## config.mk

```make
export PLATFORM = sky130hd
export DESIGN_NAME = vga_timing_gen
export DESIGN_NICKNAME = d
export VERILOG_FILES = /design/src/rtl/vga_pkg.sv /design/src/rtl/vga_axis_cnt.sv /design/src/rtl/vga_timing_gen.sv
export SDC_FILE = /design/constraint.sdc
export NUM_CORES = 1
export LEC_CHECK = 0
export ABC_AREA = 0
export CORE_ASPECT_RATIO = 1.25
export CORE_MARGIN = 2
export CORE_UTILIZATION = 40
export DETAILED_ROUTE_END_ITERATION = 12
export PLACE_DENSITY = 0.66
export SLEW_MARGIN = 40
export SYNTH_ARGS = -nofsm -noshare
export SYNTH_HDL_FRONTEND = slang
export SYNTH_SLANG_ARGS = --single-unit
```

## constraint.sdc

```tcl
create_clock -name i_VGA_CLOCK -period 9.4 [get_ports i_VGA_CLOCK]
set_clock_uncertainty 0.05 [all_clocks]
set_input_delay 0.94 -clock i_VGA_CLOCK [delete_from_list [all_inputs] [get_ports i_VGA_CLOCK]]
set_output_delay 0.94 -clock i_VGA_CLOCK [all_outputs]
set_load 0.1 [all_outputs]
```

## src/rtl/vga_pkg.sv

```systemverilog
// Shared timing descriptor type, stock VGA modes, FSM state codes and size helpers
// for the vga_timing_gen raster generator.
package vga_pkg;

   typedef struct packed {
      logic [11:0] h_active;
      logic [11:0] h_fp;
      logic [11:0] h_sync;
      logic [11:0] h_bp;
      logic [11:0] v_active;
      logic [11:0] v_fp;
      logic [11:0] v_sync;
      logic [11:0] v_bp;
      logic        h_pol;
      logic        v_pol;
   } timing_t;

   localparam timing_t TIMING_640X480_60 = '{
      h_active: 12'd640, h_fp: 12'd16, h_sync: 12'd96,  h_bp: 12'd48,
      v_active: 12'd480, v_fp: 12'd10, v_sync: 12'd2,   v_bp: 12'd33,
      h_pol: 1'b0, v_pol: 1'b0
   };

   localparam timing_t TIMING_800X600_60 = '{
      h_active: 12'd800, h_fp: 12'd40, h_sync: 12'd128, h_bp: 12'd88,
      v_active: 12'd600, v_fp: 12'd1,  v_sync: 12'd4,   v_bp: 12'd23,
      h_pol: 1'b1, v_pol: 1'b1
   };

   localparam logic [1:0] S_IDLE  = 2'd0;
   localparam logic [1:0] S_RUN   = 2'd1;
   localparam logic [1:0] S_DRAIN = 2'd2;

   function automatic int unsigned total_h(timing_t t);
      return 32'(t.h_active) + 32'(t.h_fp) + 32'(t.h_sync) + 32'(t.h_bp);
   endfunction

   function automatic int unsigned total_v(timing_t t);
      return 32'(t.v_active) + 32'(t.v_fp) + 32'(t.v_sync) + 32'(t.v_bp);
   endfunction

   // Pixel address width sized for the larger active area of the two modes.
   function automatic int unsigned addr_w(timing_t a, timing_t b);
      int unsigned ha;
      int unsigned va;
      ha = (a.h_active > b.h_active) ? 32'(a.h_active) : 32'(b.h_active);
      va = (a.v_active > b.v_active) ? 32'(a.v_active) : 32'(b.v_active);
      return $clog2(ha * va);
   endfunction

endpackage

```

## src/rtl/vga_axis_cnt.sv

```systemverilog
// One raster axis: wrapping position counter with registered active/sync decode.
// Wrap uses the timing in effect now; decode uses the timing of the next cycle.
module vga_axis_cnt import vga_pkg::*; #(
   parameter int unsigned CW = 11
) (
   input  logic          clk,
   input  logic          rst,
   input  logic          clr,
   input  logic          adv,
   input  logic          run,
   input  logic [31:0]   total,
   input  logic [31:0]   active,
   input  logic [31:0]   sync_lo,
   input  logic [31:0]   sync_hi,
   input  logic          pol,
   output logic [CW-1:0] cnt,
   output logic          last,
   output logic          zero_next,
   output logic          act,
   output logic          sync
);

   logic [CW-1:0] cnt_d;
   logic [31:0]   cnt_w;

   always_comb begin
      last = (32'(cnt) == total - 32'd1);
      if (clr) begin
         cnt_d = '0;
      end else if (adv) begin
         cnt_d = last ? '0 : cnt + CW'(1);
      end else begin
         cnt_d = cnt;
      end
      cnt_w     = 32'(cnt_d);
      zero_next = run && (cnt_d == '0);
   end

   always_ff @(posedge clk) begin
      if (rst) begin
         cnt  <= '0;
         act  <= 1'b0;
         sync <= ~pol;
      end else begin
         cnt  <= cnt_d;
         act  <= run && (cnt_w < active);
         sync <= (run && (cnt_w >= sync_lo) && (cnt_w < sync_hi)) ? pol : ~pol;
      end
   end

endmodule

```

## src/rtl/vga_timing_gen.sv

```systemverilog
// Two-mode VGA raster timing generator with frame-boundary mode switch and enable.
// Optional linear active-pixel address output under VGA_PIXEL_ADDR_EN.
module vga_timing_gen import vga_pkg::*; #(
   parameter int unsigned CW    = 11,
   parameter timing_t     MODE0 = TIMING_640X480_60,
   parameter timing_t     MODE1 = TIMING_800X600_60
`ifdef VGA_PIXEL_ADDR_EN
   , parameter int unsigned ADDR_W = addr_w(MODE0, MODE1)
`endif
) (
   input  logic              i_VGA_CLOCK,
   input  logic              i_rst,
   input  logic              i_en,
   input  logic              i_mode,
   output logic              o_de,
   output logic              o_hsync,
   output logic              o_vsync,
   output logic [CW-1:0]     o_Sx,
   output logic [CW-1:0]     o_Sy,
   output logic              o_line_start,
   output logic              o_frame_start,
   output logic              o_mode,
`ifdef VGA_PIXEL_ADDR_EN
   output logic [ADDR_W-1:0] o_addr,
`endif
   output logic              o_mode_pending
);

   logic [1:0] state_q, state_d;
   logic       mode_q, mode_d;
   logic       clr, adv, run_d;
   logic       line_q, frame_q, pend_q;
   timing_t    cur_t, nxt_t;
   logic [31:0] h_total, v_total, h_act, v_act, h_slo, v_slo, h_shi, v_shi;
   logic       h_last, v_last, h_zn, v_zn, h_act_q, v_act_q, frame_last;

   always_comb begin
      cur_t = mode_q ? MODE1 : MODE0;
      nxt_t = mode_d ? MODE1 : MODE0;
      h_total = total_h(cur_t);
      v_total = total_v(cur_t);
      h_act   = 32'(nxt_t.h_active);
      v_act   = 32'(nxt_t.v_active);
      h_slo   = h_act + 32'(nxt_t.h_fp);
      v_slo   = v_act + 32'(nxt_t.v_fp);
      h_shi   = h_slo + 32'(nxt_t.h_sync);
      v_shi   = v_slo + 32'(nxt_t.v_sync);
   end

   assign frame_last = h_last && v_last;

   always_comb begin
      state_d = state_q;
      mode_d  = mode_q;
      clr     = 1'b0;
      adv     = 1'b0;
      run_d   = 1'b0;
      if (i_rst) begin
         state_d = S_IDLE;
         mode_d  = 1'b0;
         clr     = 1'b1;
      end else begin
         case (state_q)
            S_RUN, S_DRAIN: begin
               adv   = 1'b1;
               run_d = 1'b1;
               if (i_en) begin
                  state_d = S_RUN;
                  if (frame_last) mode_d = i_mode;
               end else if (frame_last) begin
                  // Stop instead of wrapping; a pending mode is picked up at the next enable.
                  state_d = S_IDLE;
                  clr     = 1'b1;
                  run_d   = 1'b0;
               end else begin
                  state_d = S_DRAIN;
               end
            end
            default: begin
               clr = 1'b1;
               if (i_en) begin
                  state_d = S_RUN;
                  mode_d  = i_mode;
                  run_d   = 1'b1;
               end else begin
                  state_d = S_IDLE;
               end
            end
         endcase
      end
   end

   vga_axis_cnt #(.CW(CW)) u_h (
      .clk       (i_VGA_CLOCK),
      .rst       (i_rst),
      .clr       (clr),
      .adv       (adv),
      .run       (run_d),
      .total     (h_total),
      .active    (h_act),
      .sync_lo   (h_slo),
      .sync_hi   (h_shi),
      .pol       (nxt_t.h_pol),
      .cnt       (o_Sx),
      .last      (h_last),
      .zero_next (h_zn),
      .act       (h_act_q),
      .sync      (o_hsync)
   );

   vga_axis_cnt #(.CW(CW)) u_v (
      .clk       (i_VGA_CLOCK),
      .rst       (i_rst),
      .clr       (clr),
      .adv       (adv && h_last),
      .run       (run_d),
      .total     (v_total),
      .active    (v_act),
      .sync_lo   (v_slo),
      .sync_hi   (v_shi),
      .pol       (nxt_t.v_pol),
      .cnt       (o_Sy),
      .last      (v_last),
      .zero_next (v_zn),
      .act       (v_act_q),
      .sync      (o_vsync)
   );

   always_ff @(posedge i_VGA_CLOCK) begin
      if (i_rst) begin
         state_q <= S_IDLE;
         mode_q  <= 1'b0;
         line_q  <= 1'b0;
         frame_q <= 1'b0;
         pend_q  <= 1'b0;
      end else begin
         state_q <= state_d;
         mode_q  <= mode_d;
         line_q  <= h_zn;
         frame_q <= h_zn && v_zn;
         pend_q  <= run_d && (i_mode != mode_d);
      end
   end

   assign o_de           = h_act_q && v_act_q;
   assign o_line_start   = line_q;
   assign o_frame_start  = frame_q;
   assign o_mode         = mode_q;
   assign o_mode_pending = pend_q;

`ifdef VGA_PIXEL_ADDR_EN
   logic [ADDR_W-1:0] addr_q;

   always_ff @(posedge i_VGA_CLOCK) begin
      if (i_rst) begin
         addr_q <= '0;
      end else if (h_zn && v_zn) begin
         addr_q <= '0;
      end else if (o_de) begin
         addr_q <= addr_q + ADDR_W'(1);
      end
   end

   assign o_addr = addr_q;
`endif

endmodule

```

; Word-level counts from Yosys, hierarchy flattened
; Index checks and enable logic that the tools add are counted.
[word_totals]
register_bits = 32
in_bits = 4
rom_bits = 0
ramBits = 0
output_inout_bits = 29
memories = 0
wordCells = 86
latchBits = 0
[classes]
n_addsub = 14
shift = 0
order_cmp = 6
bitwise = 2
mux = 32
eq_ne = 5
n_div = 0
reduce_logical = 16
mul = 0
[op_table]
columns = cell, count
row1 = 95-bit two-way mux, 2
row2 = 11-bit two-way mux, 6
row3 = 11-bit by 32-bit == test with 1-bit output, 2
row4 = 13-bit by 12-bit adder with 14-bit output, 4
row5 = 15-bit by 1-bit subtractor with 16-bit output (second input constant), 2
row6 = 14-bit by 12-bit adder with 15-bit output, 2
row7 = 11-bit by 14-bit less-than comparator with 1-bit output, 2
row8 = 10-bit by 12-bit adder with 13-bit output, 2
row9 = 12-bit by 12-bit adder with 13-bit output, 2
row10 = 11-bit by 13-bit greater-or-equal comparator with 1-bit output, 2
row11 = 11-bit by 1-bit adder with 11-bit output (second input constant), 2
row12 = 11-bit logical NOT, 2
row13 = 1-bit two-way mux, 21
row14 = 1-bit logical AND, 13
row15 = 11-bit by 12-bit less-than comparator with 1-bit output, 1
row16 = 11-bit by 10-bit less-than comparator with 1-bit output, 1
row17 = 2-bit two-way mux, 3
row18 = 2-bit by 1-bit == test with 1-bit output (second input constant), 1
row19 = 2-bit == test (second input constant), 1
row20 = 1-bit inverter, 2
row21 = 2-bit OR reduction, 1
row22 = 1-bit inequality test, 1

; Logic depth before layout (Yosys ltp)
[depth]
ltp_word = 18
depth_mapped = 17
mapped_depth_nobuf = 14

; Modules after synthesis
; From an unflattened synthesis, not the netlist that was laid out.
[hier_totals]
cells_unflattened = 703
area_unflattened_um2 = 5177.5
[modules_own_cells]
columns = module, instances, cells_per_inst, area_each_um2
row1 = vga_axis_cnt (u_h), 1, 349, 2533.7
row2 = vga_axis_cnt (u_v), 1, 321, 2343.5
row3 = vga_timing_gen, 1, 33, 300.3

; Worst setup path after synthesis
; No wires, ideal clock.
[synth_path]
path_kind = reg-to-reg
startpoint = reg u_h.cnt[0]
endpoint = reg u_v.sync
path_slack_ns = 5.274
stages_incl_launch_ff = 14
arrival_time_ns = 3.950
path_buffers = 0
cell_sequence = dfxtp_1 -> ha_1 -> and4_1 -> o211ai_2 -> o41ai_1 -> mux2_2 -> inv_1 -> ha_1 -> nand3_1 -> a211oi_2 -> and2_1 -> a211o_1 -> a211oi_1 -> mux2i_1
[synth_via]
elab_chain_cells = 13
[synth_lines]
columns = element, line_no
row1 = start: declaration, vga_axis_cnt.sv:16  ; output logic [CW-1:0] cnt,
row2 = start signal: assignment, vga_axis_cnt.sv:45  ; cnt <= cnt_d;
row3 = 11-bit by 32-bit == test with 1-bit output (*), vga_axis_cnt.sv:27  ; last = (32'(cnt) == total - 32'd1);
row4 = 1-bit logical AND, vga_timing_gen.sv:50  ; assign frame_last = h_last && v_last;
row5 = 1-bit two-way mux, vga_timing_gen.sv:69  ; if (frame_last) mode_d = i_mode;
row6 = 1-bit two-way mux, vga_timing_gen.sv:67  ; if (i_en) begin
row7 = 1-bit two-way mux, vga_timing_gen.sv:63  ; case (state_q)
row8 = 1-bit two-way mux, vga_timing_gen.sv:58  ; if (i_rst) begin
row9 = 95-bit two-way mux, vga_timing_gen.sv:39  ; nxt_t = mode_d ? MODE1 : MODE0;
row10 = 12-bit by 12-bit adder with 13-bit output, vga_timing_gen.sv:45  ; v_slo = v_act + 32'(nxt_t.v_fp);
row11 = 13-bit by 12-bit adder with 14-bit output or 11-bit by 13-bit greater-or-equal comparator with 1-bit output (tied branches), "vga_timing_gen.sv:47, vga_axis_cnt.sv:47"
row12 = 11-bit by 14-bit less-than comparator with 1-bit output or 1-bit logical AND (tied branches), vga_axis_cnt.sv:47  ; sync <= (run && (cnt_w >= sync_lo) && (cnt_w < sync_hi)) ? pol : ~pol;
row13 = 1-bit logical AND, vga_axis_cnt.sv:47
row14 = 1-bit two-way mux, vga_axis_cnt.sv:47
row15 = 1-bit two-way mux (*), vga_axis_cnt.sv:40  ; if (rst) begin
row16 = end signal: assignment, vga_axis_cnt.sv:43  ; sync <= ~pol;
row17 = end signal: assignment, vga_axis_cnt.sv:47
row18 = end: declaration, vga_axis_cnt.sv:20  ; output logic sync
; Every way passes the cells marked *; elsewhere a longest branch is shown, timed or not.
; A chain may end at the register's enable or synchronous reset.

; Final worst setup path
; Same ends and word-level chain as after synthesis.

==> results.md <==
- Worst slew margin: 0.440
- CTS tree: built
- GP Congestion: roughly 0.86
- Vias in the first global route: about 2000
- Initial Util: 0.408
- Crit-path cells: ha_1, and4_1, o211ai_2, o41ai_1, mux2_2, inv_1, ha_1, nand3_1, a211oi_2, and4_1, a31oi_1, a211oi_1, mux2i_1
- Layout overhead on the synthesized area: 13.5%
- Slowest cell delay on critical path: between 0.6 and 0.7 ns
- M1 GR Usage: 0.232
- Tcrit/Tclk final: 0.455
- Top Ports: 33
- Post-DP HPWL: 4.27 mm
- Number of flops mapped to enable cells by yosys: 0
- PnR worst setup slack: a little over 5 ns
- Placeable core area: roughly 5400 sq um
- Htree depth: 2
- Final setup fails: 0
- DRT Pass-1 Iters: 4
- Largest net degree at the start of global routing: 21
- Hold WC Path Type: reg2reg
- Post-Place Worst Slack: approximately 5.0 ns
- Root buffer cell: clkbuf_8
- CP Max Fanout: 20
- M3 GR Usage: 0.0384
- Later-pin clock latency in the skew report: 0.29 ns
- FP Rows: 30
- Critical path startpoint category: flip-flop
- Finished Core Util: 0.464
- VDD IR max: 72.0 uV
- Post-CTS setup buffers: 0
- CTS buffer count: 5
- Hold-fix buffers at CTS: 0
- Worst endpoint data arrival time: 4.41 ns
- CP Buf/Inv Count: 1
- Leak: about 1 nW
- Iteration-0 DRC Markers: 160
- Die X: 70.2 microns
- Slowest cell on the critical path: o41ai_1
- Syn. warnings: 0
- Syn nets: 276
- Maxcap violations: 0
- Seq cells post-synth: 32
- Drt total wl: 5.66 mm
- Post-Syn Area: roughly 2200 sq um
- Sequential share of the synthesized area: 0.292
- Post-Syn Instances: ~260
- Non-filler cells, final: between 300 and 400
- RSZ-0062 raised after global routing: false
- Antenna-violating nets left: 0
- DR DRC count: 0
- Gr usage total: 0.195
- Placed cells: between 300 and 400
- Syn avg cell area: 8.50 sq um
- Minimum clock period: 4.28 ns
- Max Fclk: between 200 and 250 MHz
- Vias per cell: a little under 6
- CTS sink cnt: 32
- Routed vias: between 2000 and 2500
- Routed len/inst: about 16 microns
- Worst path required time: roughly 9.5 ns
- CP endpoint kind: flip-flop
- Async S/R FF share, synth: 0
- Clk pin slew, worst setup/hold paths: ~0.070 ns
- Ys flop type: dfxtp_1
- Met2 Use GR: 0.335
- Share of layout cells above drive strength 1: 0.194
- Diode count: 0
- Clk buf depth: 2
- Hold Vio Cnt, Final: 0
- Run status: complete, no violations
- Worst-Margin Slew: roughly 0.84 ns
- Yosys cell types: 64
- GRT busiest layer: met2
- Total gr overflow: 0
- PortBufs: 32
- Initial antenna violation count: 0
- Die height: 86.8 microns
- Slew Limit Fails: 0
- Setup TNS: 0 ns
- Nets: 306
- Kind of critical path: reg2reg
- CTS resizes: 0
- Cell area power density: between 100 and 150 nW/um^2
- CP delay by family, top: compound AO/OA/AOI/OAI gates
- First-pass GRT wire length: around 9.5 mm
- Fillers: 531
- Die area: roughly 6000 sq um
- R2R Setup Slk: ~5 ns
## final cells by class
| type | count | area, sq um | area share |
|---|---|---|---|
| Tap cell | 64 | 80.1 | 0.0322 |
| Clock inverter | 2 | 10.0 | 0.00402 |
| Inverter | 15 | 56.3 | 0.0226 |
| Multi-Input combinational cell | 201 | 1440 | 0.577 |
| Sequential cell | 32 | 641 | 0.257 |
| Clock buffer | 6 | 82.6 | 0.0332 |
| Timing Repair Buffer | 33 | 183 | 0.0734 |
## flip-flops by register name (all words and copies together), names as in the netlist
name and flops:
o_frame_start 1, o_line_start 1, o_mode 1, o_mode_pending 1
state_q 2, u_h.act 1, u_h.cnt 11, u_h.sync 1
u_v.act 1, u_v.cnt 11, u_v.sync 1
## logic make-up (layout without fill, tap and decap cells)
family | Yosys count | count (layout) | synth area share
simple gates | 108 | 108 | 0.288
flops | 32 | 32 | 0.292
compound gates | 58 | 58 | 0.199
xor+xnor | 15 | 15 | 0.0599
fa+ha+maj | 14 | 14 | 0.0799
buf+inv | 25 | 56 | 0.0525
mux | 6 | 6 | 0.0285
## cell usage in the layout, fill, tap and decap left out, types with 2 or more instances in the layout
| cell | n |
|---|---|
| mux2i_1 | 4 |
| dfxtp_1 | 32 |
| nor3_1 | 8 |
| or3_1 | 3 |
| nand3_1 | 10 |
| a21boi_0 | 2 |
| nor4b_1 | 3 |
| inv_1 | 15 |
| clkbuf_8 | 6 |
| nor4_1 | 2 |
| and4b_1 | 3 |
| clkdlybuf4s50_1 | 3 |
| and4bb_2 | 2 |
| or4_1 | 2 |
| and3_1 | 3 |
| nand2b_1 | 3 |
| and2_1 | 4 |
| nand4_1 | 4 |
| a31oi_1 | 2 |
| or4_4 | 2 |
| buf_2 | 29 |
| o211ai_2 | 2 |
| o2111ai_1 | 2 |
| ha_1 | 14 |
| a211oi_1 | 4 |
| nand2_1 | 19 |
| clkinv_2 | 2 |
| nor4bb_1 | 2 |
| xnor2_1 | 9 |
| o21ai_0 | 9 |
| xor2_1 | 6 |
| mux2_2 | 2 |
| nor2_1 | 25 |
| o31ai_2 | 2 |
| a21oi_1 | 12 |
| and4_1 | 5 |
| nor2b_1 | 2 |
| a31o_2 | 2 |
## through the flow
stage,hold slack (ns),area (sq um),power (mW)
2_1_floorplan,0.592,2190,0.183
3_3_place_gp,0.438,2540,0.194
3_5_place_dp,0.416,2400,0.192
4_1_cts,0.434,2490,0.304
5_1_grt,0.468,2490,0.314
6_report,0.435,2490,0.302
## worst reg2reg max path: stages (launching register included)
cell and delay (ns):
dfxtp_1 0.40, ha_1 0.23, and4_1 0.31, o211ai_2 0.39, o41ai_1 0.62, mux2_2 0.50
inv_1 0.24, ha_1 0.35, nand3_1 0.09, a211oi_2 0.21, and4_1 0.31, a31oi_1 0.11
a211oi_1 0.25, mux2i_1 0.10
## metal layers
metal	vias up	part of all wire
li1	1019	-
met1	985	0.44
met2	70	0.49
met3	18	0.045
met4	0	0.029
met5	-	0
## synth_stat cells (all sizes together) (6+ instances only)
cell type | number | area share
xnor2 | 9 | 0.036
buf | 7 | 0.022
nor3 | 9 | 0.023
nor2 | 25 | 0.043
dfxtp | 32 | 0.29
a21oi | 13 | 0.035
xor2 | 6 | 0.024
nand3 | 10 | 0.023
o21ai | 10 | 0.023
nand2 | 19 | 0.033
ha | 14 | 0.080
inv | 15 | 0.026
## power by group
part / leakage (nW) / internal (mW) / switching (mW)
sequential: 0.260 / 0.139 / 0.00189
clock: 0.0510 / 0.0584 / 0.0548
combinational: 0.680 / 0.0118 / 0.0363
total: 0.991 / 0.209 / 0.0929
## worst paths after layout
path	startpoint	cells past startpoint	to
worst max-delay path	u_h.cnt[0]$_SDFF_PP0_	13	u_v.sync$_DFF_P_
worst min-delay path	u_h.cnt[0]$_SDFF_PP0_	1	u_h.cnt[0]$_SDFF_PP0_
worst max register to register	u_h.cnt[0]$_SDFF_PP0_	13	u_v.sync$_DFF_P_
worst min register to register	u_h.cnt[0]$_SDFF_PP0_	1	u_h.cnt[0]$_SDFF_PP0_
(Power assumes the default switching activity.)
==> edit 1: new RTL, same settings <==
The output `o_mode_pending` loses its register stage (`pend_q` becomes a continuous assignment).
--- a/src/rtl/vga_timing_gen.sv
+++ b/src/rtl/vga_timing_gen.sv
@@ -133,5 +133,4 @@
          line_q  <= 1'b0;
          frame_q <= 1'b0;
-         pend_q  <= 1'b0;
       end else begin
          state_q <= state_d;
@@ -139,7 +138,8 @@
          line_q  <= h_zn;
          frame_q <= h_zn && v_zn;
-         pend_q  <= run_d && (i_mode != mode_d);
       end
    end
+
+   assign pend_q = run_d && (i_mode != mode_d);
 
    assign o_de           = h_act_q && v_act_q;
Check against the original RTL: not equivalent (Yosys sat finds a counterexample within 4 cycles, from zero or initial values and one cycle with i_rst high).
==> edit 1 against the unedited design <==
Critical path depth is 2 higher; via count is 2.2% lower; worst setup slack worse by 470 ps; cell area is 0.60% lower; power is 0.96% lower; combinational power is 4% lower; sequential cell count is 1 lower; synthesized area is 1.7% lower; routed wire length is 0.62% lower; sequential power is 4% lower; final cell count is 1.1% higher; largest cell class unchanged; highest routed layer unchanged.
==> edit 1: results (changes against the unedited design) <==
Status
  – Status: finished, final reports clean (unchanged)

Synth
  – Synth area leaders: dfxtp_1 29%, ha_1 9.3%, nor2_1 6.6%, xnor2_1 4.5%, nand3_1 4.2% (was dfxtp_1 29%, ha_1 8.0%, nor2_1 4.3%, xnor2_1 3.6%, nand2_1 3.3%)
  – Syn_nets: 283 (was 276)
  – Post-Synth Adder-Cell Area: 9.286% (was 7.991%)
  – Yosys cell types: 58 (was 64)
  – Sequential area share after synthesis: 28.79% (was 29.22%)
  – Most common library cells after synthesis: 38 x nor2_1, 31 x dfxtp_1, 18 x nand3_1 (was 32 x dfxtp_1, 25 x nor2_1, 19 x nand2_1)

Pwr
  – Static leakage: 0.0009923 µW (was 0.0009912 µW)

Placement
  – Pre-CTS WS: 4228 ps (was 5049 ps)
  – Placed Instances: 349 (was 345)
  – Placed cell area: 2374 µm² (was 2396 µm²)

Setup path
  – Crit path max fanout: 16 (was 20)
  – Crit-path leading delay family: simple AND/OR/NAND/NOR gates (was compound AO/OA/AOI/OAI gates)
  – R2r worst-path depth: 16 (was 13)
  – CP max-delay cell: clkdlybuf4s50_1 (was o41ai_1)
  – R2r setup slk: 5170 ps (was 5120 ps)

Global routing
  – Global-route wire length before repair: 9259 µm (was 9473 µm)
  – Vias in the first global route: 1930 (was 2017)
  – Total track usage: 19.28% (was 19.46%)
  – Largest net degree at the start of global routing: 18 (was 21)
  – M2 GR Usage: 35.31% (was 33.51%)
  – M3 GR Usage: 3.525% (was 3.837%)

Finish
  – Final std cells w/o fill: 357 (was 353)
  – FILL cells: 538 (was 531)
  – Nets: 314 (was 306)

STA
  – Hold Slack: 458.0 ps (was 434.5 ps)

Route
  – Via Count: 2045 (was 2092)
==> edit 1: metal layers <==
| layer | up-vias | wire (µm) | share of wire, % |
|---|---|---|---|
| li1 | 1033 | - | - |
| met1 | 950 | 2464 | 44 |
| met2 | 52 | 2818 | 50 |
| met3 | 10 | 247 | 4.4 |
| met4 | 0 | 95 | 1.7 |
| met5 | - | 0 | 0 |
==> edit 1: final cells by class <==
cell class	instances	share of cell area [%]
flip-flops and latches	31	25.09
inverters	13	1.973
repair buffers	32	7.081
multi-input cells	211	58.67
clock buffers	8	4.047
well taps	62	3.136
==> edit 1: path summary, 6_finish.rpt <==
path,from,to
worst max register to register,u_h.cnt[0],u_v.sync
worst min-delay path,u_h.cnt[0],u_h.cnt[0]
worst min register to register,u_h.cnt[0],u_h.cnt[0]
worst max-delay path,i_rst,u_v.sync
==> edit 1: where the power goes <==
group	switching, µW	internal (µW)	total [µW]
combinational	34.9	11.5	46.4
clock	49.7	66.8	117
sequential	1.80	135	136
==> edit 2: new RTL, config.mk and constraints unchanged <==
Made on the original files. Build with the macro `VGA_PIXEL_ADDR_EN` defined.
--- a/src/rtl/vga_timing_gen.sv
+++ b/src/rtl/vga_timing_gen.sv
@@ -1,4 +1,6 @@
 // Two-mode VGA raster timing generator with frame-boundary mode switch and enable.
 // Optional linear active-pixel address output under VGA_PIXEL_ADDR_EN.
+`define VGA_PIXEL_ADDR_EN
+
 module vga_timing_gen import vga_pkg::*; #(
    parameter int unsigned CW    = 11,
Behaviour (old outputs only; new: o_addr): unchanged (Yosys induction, for registers that start in step).
==> edit 2 against the unedited design <==
Sequential cell count rose by 19; worst setup slack lost 370 ps; synthesized cell count rose by 34%; cell area is 40% higher; power increased by 45%; final cell count is 37% higher; synthesized area is 39% higher; sequential share of layout area up 3.5 points; first-iteration DRC count is 59% lower; routed wire length up 31%; global-route usage fell by 0.91 points; largest cell class unchanged.
==> edit 2: results (changes against the unedited design) <==
Global routing
  – Global-route wire length before repair: 12130 µm (was 9473 µm)
  – Total track usage: 18.54% (was 19.46%)
  – Largest net degree at the start of global routing: 29 (was 21)

Synth
  – Post-Syn Instances: 347 (was 258)
  – Syn_nets: 368 (was 276)
  – Sequential area share after synthesis: 33.47% (was 29.22%)
  – Most common library cells after synthesis: 51 x dfxtp_1, 41 x nor2_1, 21 x nand2_1 (was 32 x dfxtp_1, 25 x nor2_1, 19 x nand2_1)
  – Synth area leaders: dfxtp_1 33%, ha_1 7.0%, xnor2_1 5.5%, nor2_1 5.0%, nor3_2 4.6% (was dfxtp_1 29%, ha_1 8.0%, nor2_1 4.3%, xnor2_1 3.6%, nand2_1 3.3%)

Setup path
  – Critical path arrival: 4790 ps (was 4410 ps)
  – Crit path max fanout: 15 (was 20)
  – R2r setup slk: 4750 ps (was 5120 ps)

Pwr
  – Static leakage: 0.001383 µW (was 0.0009912 µW)
  – Worst vdd ir: 0.05566 mV (was 0.07203 mV)

STA
  – Rel. slew slack: 53.79% (was 44.02%)
  – Final min period: 4652 ps (was 4281 ps)

Route
  – Starting DRC count in detailed routing: 66 (was 160)
  – TritonRoute pass-1 iters: 5 (was 4)
  – Vias per std cell: 5.556 (was 5.926)
  – DR WL/cell: 15.33 µm (was 16.03 µm)

Placement
  – Port buffer count: 51 (was 32)
  – GP Congestion: 0.9391 (was 0.8592)

Status
  – Status: finished, final reports clean (unchanged)

Clock network
  – Worst-Skew Late Latency: 310 ps (was 290 ps)

Finish
  – Nets: 412 (was 306)
  – Layout cells sized above 1: 23.21% (was 19.38%)
edit 2: cell families (layout without fill, tap and decap cells):
family	after synthesis	count (layout)	share of synthesized area (%)
flops	51	51	33.47
buf+inv	28	73	4.348
compound gates	53	53	13.08
mux	4	4	1.354
xor+xnor	36	36	10.58
simple gates	158	158	30.19
fa+ha+maj	17	17	6.973
edit 2: layout make-up:
cell class / instances / area [µm²]
Sequential cell: 51 / 1021
Tap cell: 92 / 115.1
Clock buffer: 5 / 68.82
Multi-Input combinational cell: 268 / 1903
Fill cell: 731 / 3913
Inverter: 12 / 45.04
Clock inverter: 3 / 46.29
Timing Repair Buffer: 53 / 289.0
edit 2: power by group:
group,total (µW),internal [µW],switching [µW]
Sequential,222,220,2.34
Clock,159,80.3,79.0
Combinational,56.5,12.2,44.3
Total,438,312,126
edit 2: metrics by stage:
step	instance area [µm²]	utilization [%]
6_report	3488	47.13
5_1_grt	3488	47.13
4_1_cts	3475	46.95
3_5_place_dp	3359	45.39
3_3_place_gp	3596	48.59
2_1_floorplan	3050	-
edit 2: how the worst max path moves through the flow:
stage | depth (start not counted) | slack, ps | start | to
2_1_floorplan | 14 | 4440 | u_h.cnt[0] | u_v.sync
3_3_place_gp | 14 | 4620 | u_h.cnt[0] | u_v.sync
3_5_place_dp | 11 | 4770 | i_rst | u_v.sync
4_1_cts | 14 | 4790 | u_h.cnt[0] | u_v.sync
5_1_grt | 14 | 4310 | u_h.cnt[0] | u_v.sync
6_report | 14 | 4750 | u_h.cnt[0] | u_v.sync
edit 2: critical path: stages (launching register included):
cell and delay, ps:
dfxtp_1 450, ha_1 310, and4_4 290, o211ai_2 310, a211oi_1 420, o21ai_0 170
mux2i_1 180, nor2_2 510, inv_1 250, ha_1 370, nand3_1 80, or4b_4 530
a2111o_1 310, a311oi_2 210, xnor2_1 100
edit 2: metal layers:
layer  global-route usage, %  share of wire, %
met5                       0                 0
met4                   9.744               2.8
met3                   2.674               3.9
met2                   29.27                50
met1                   24.29                43
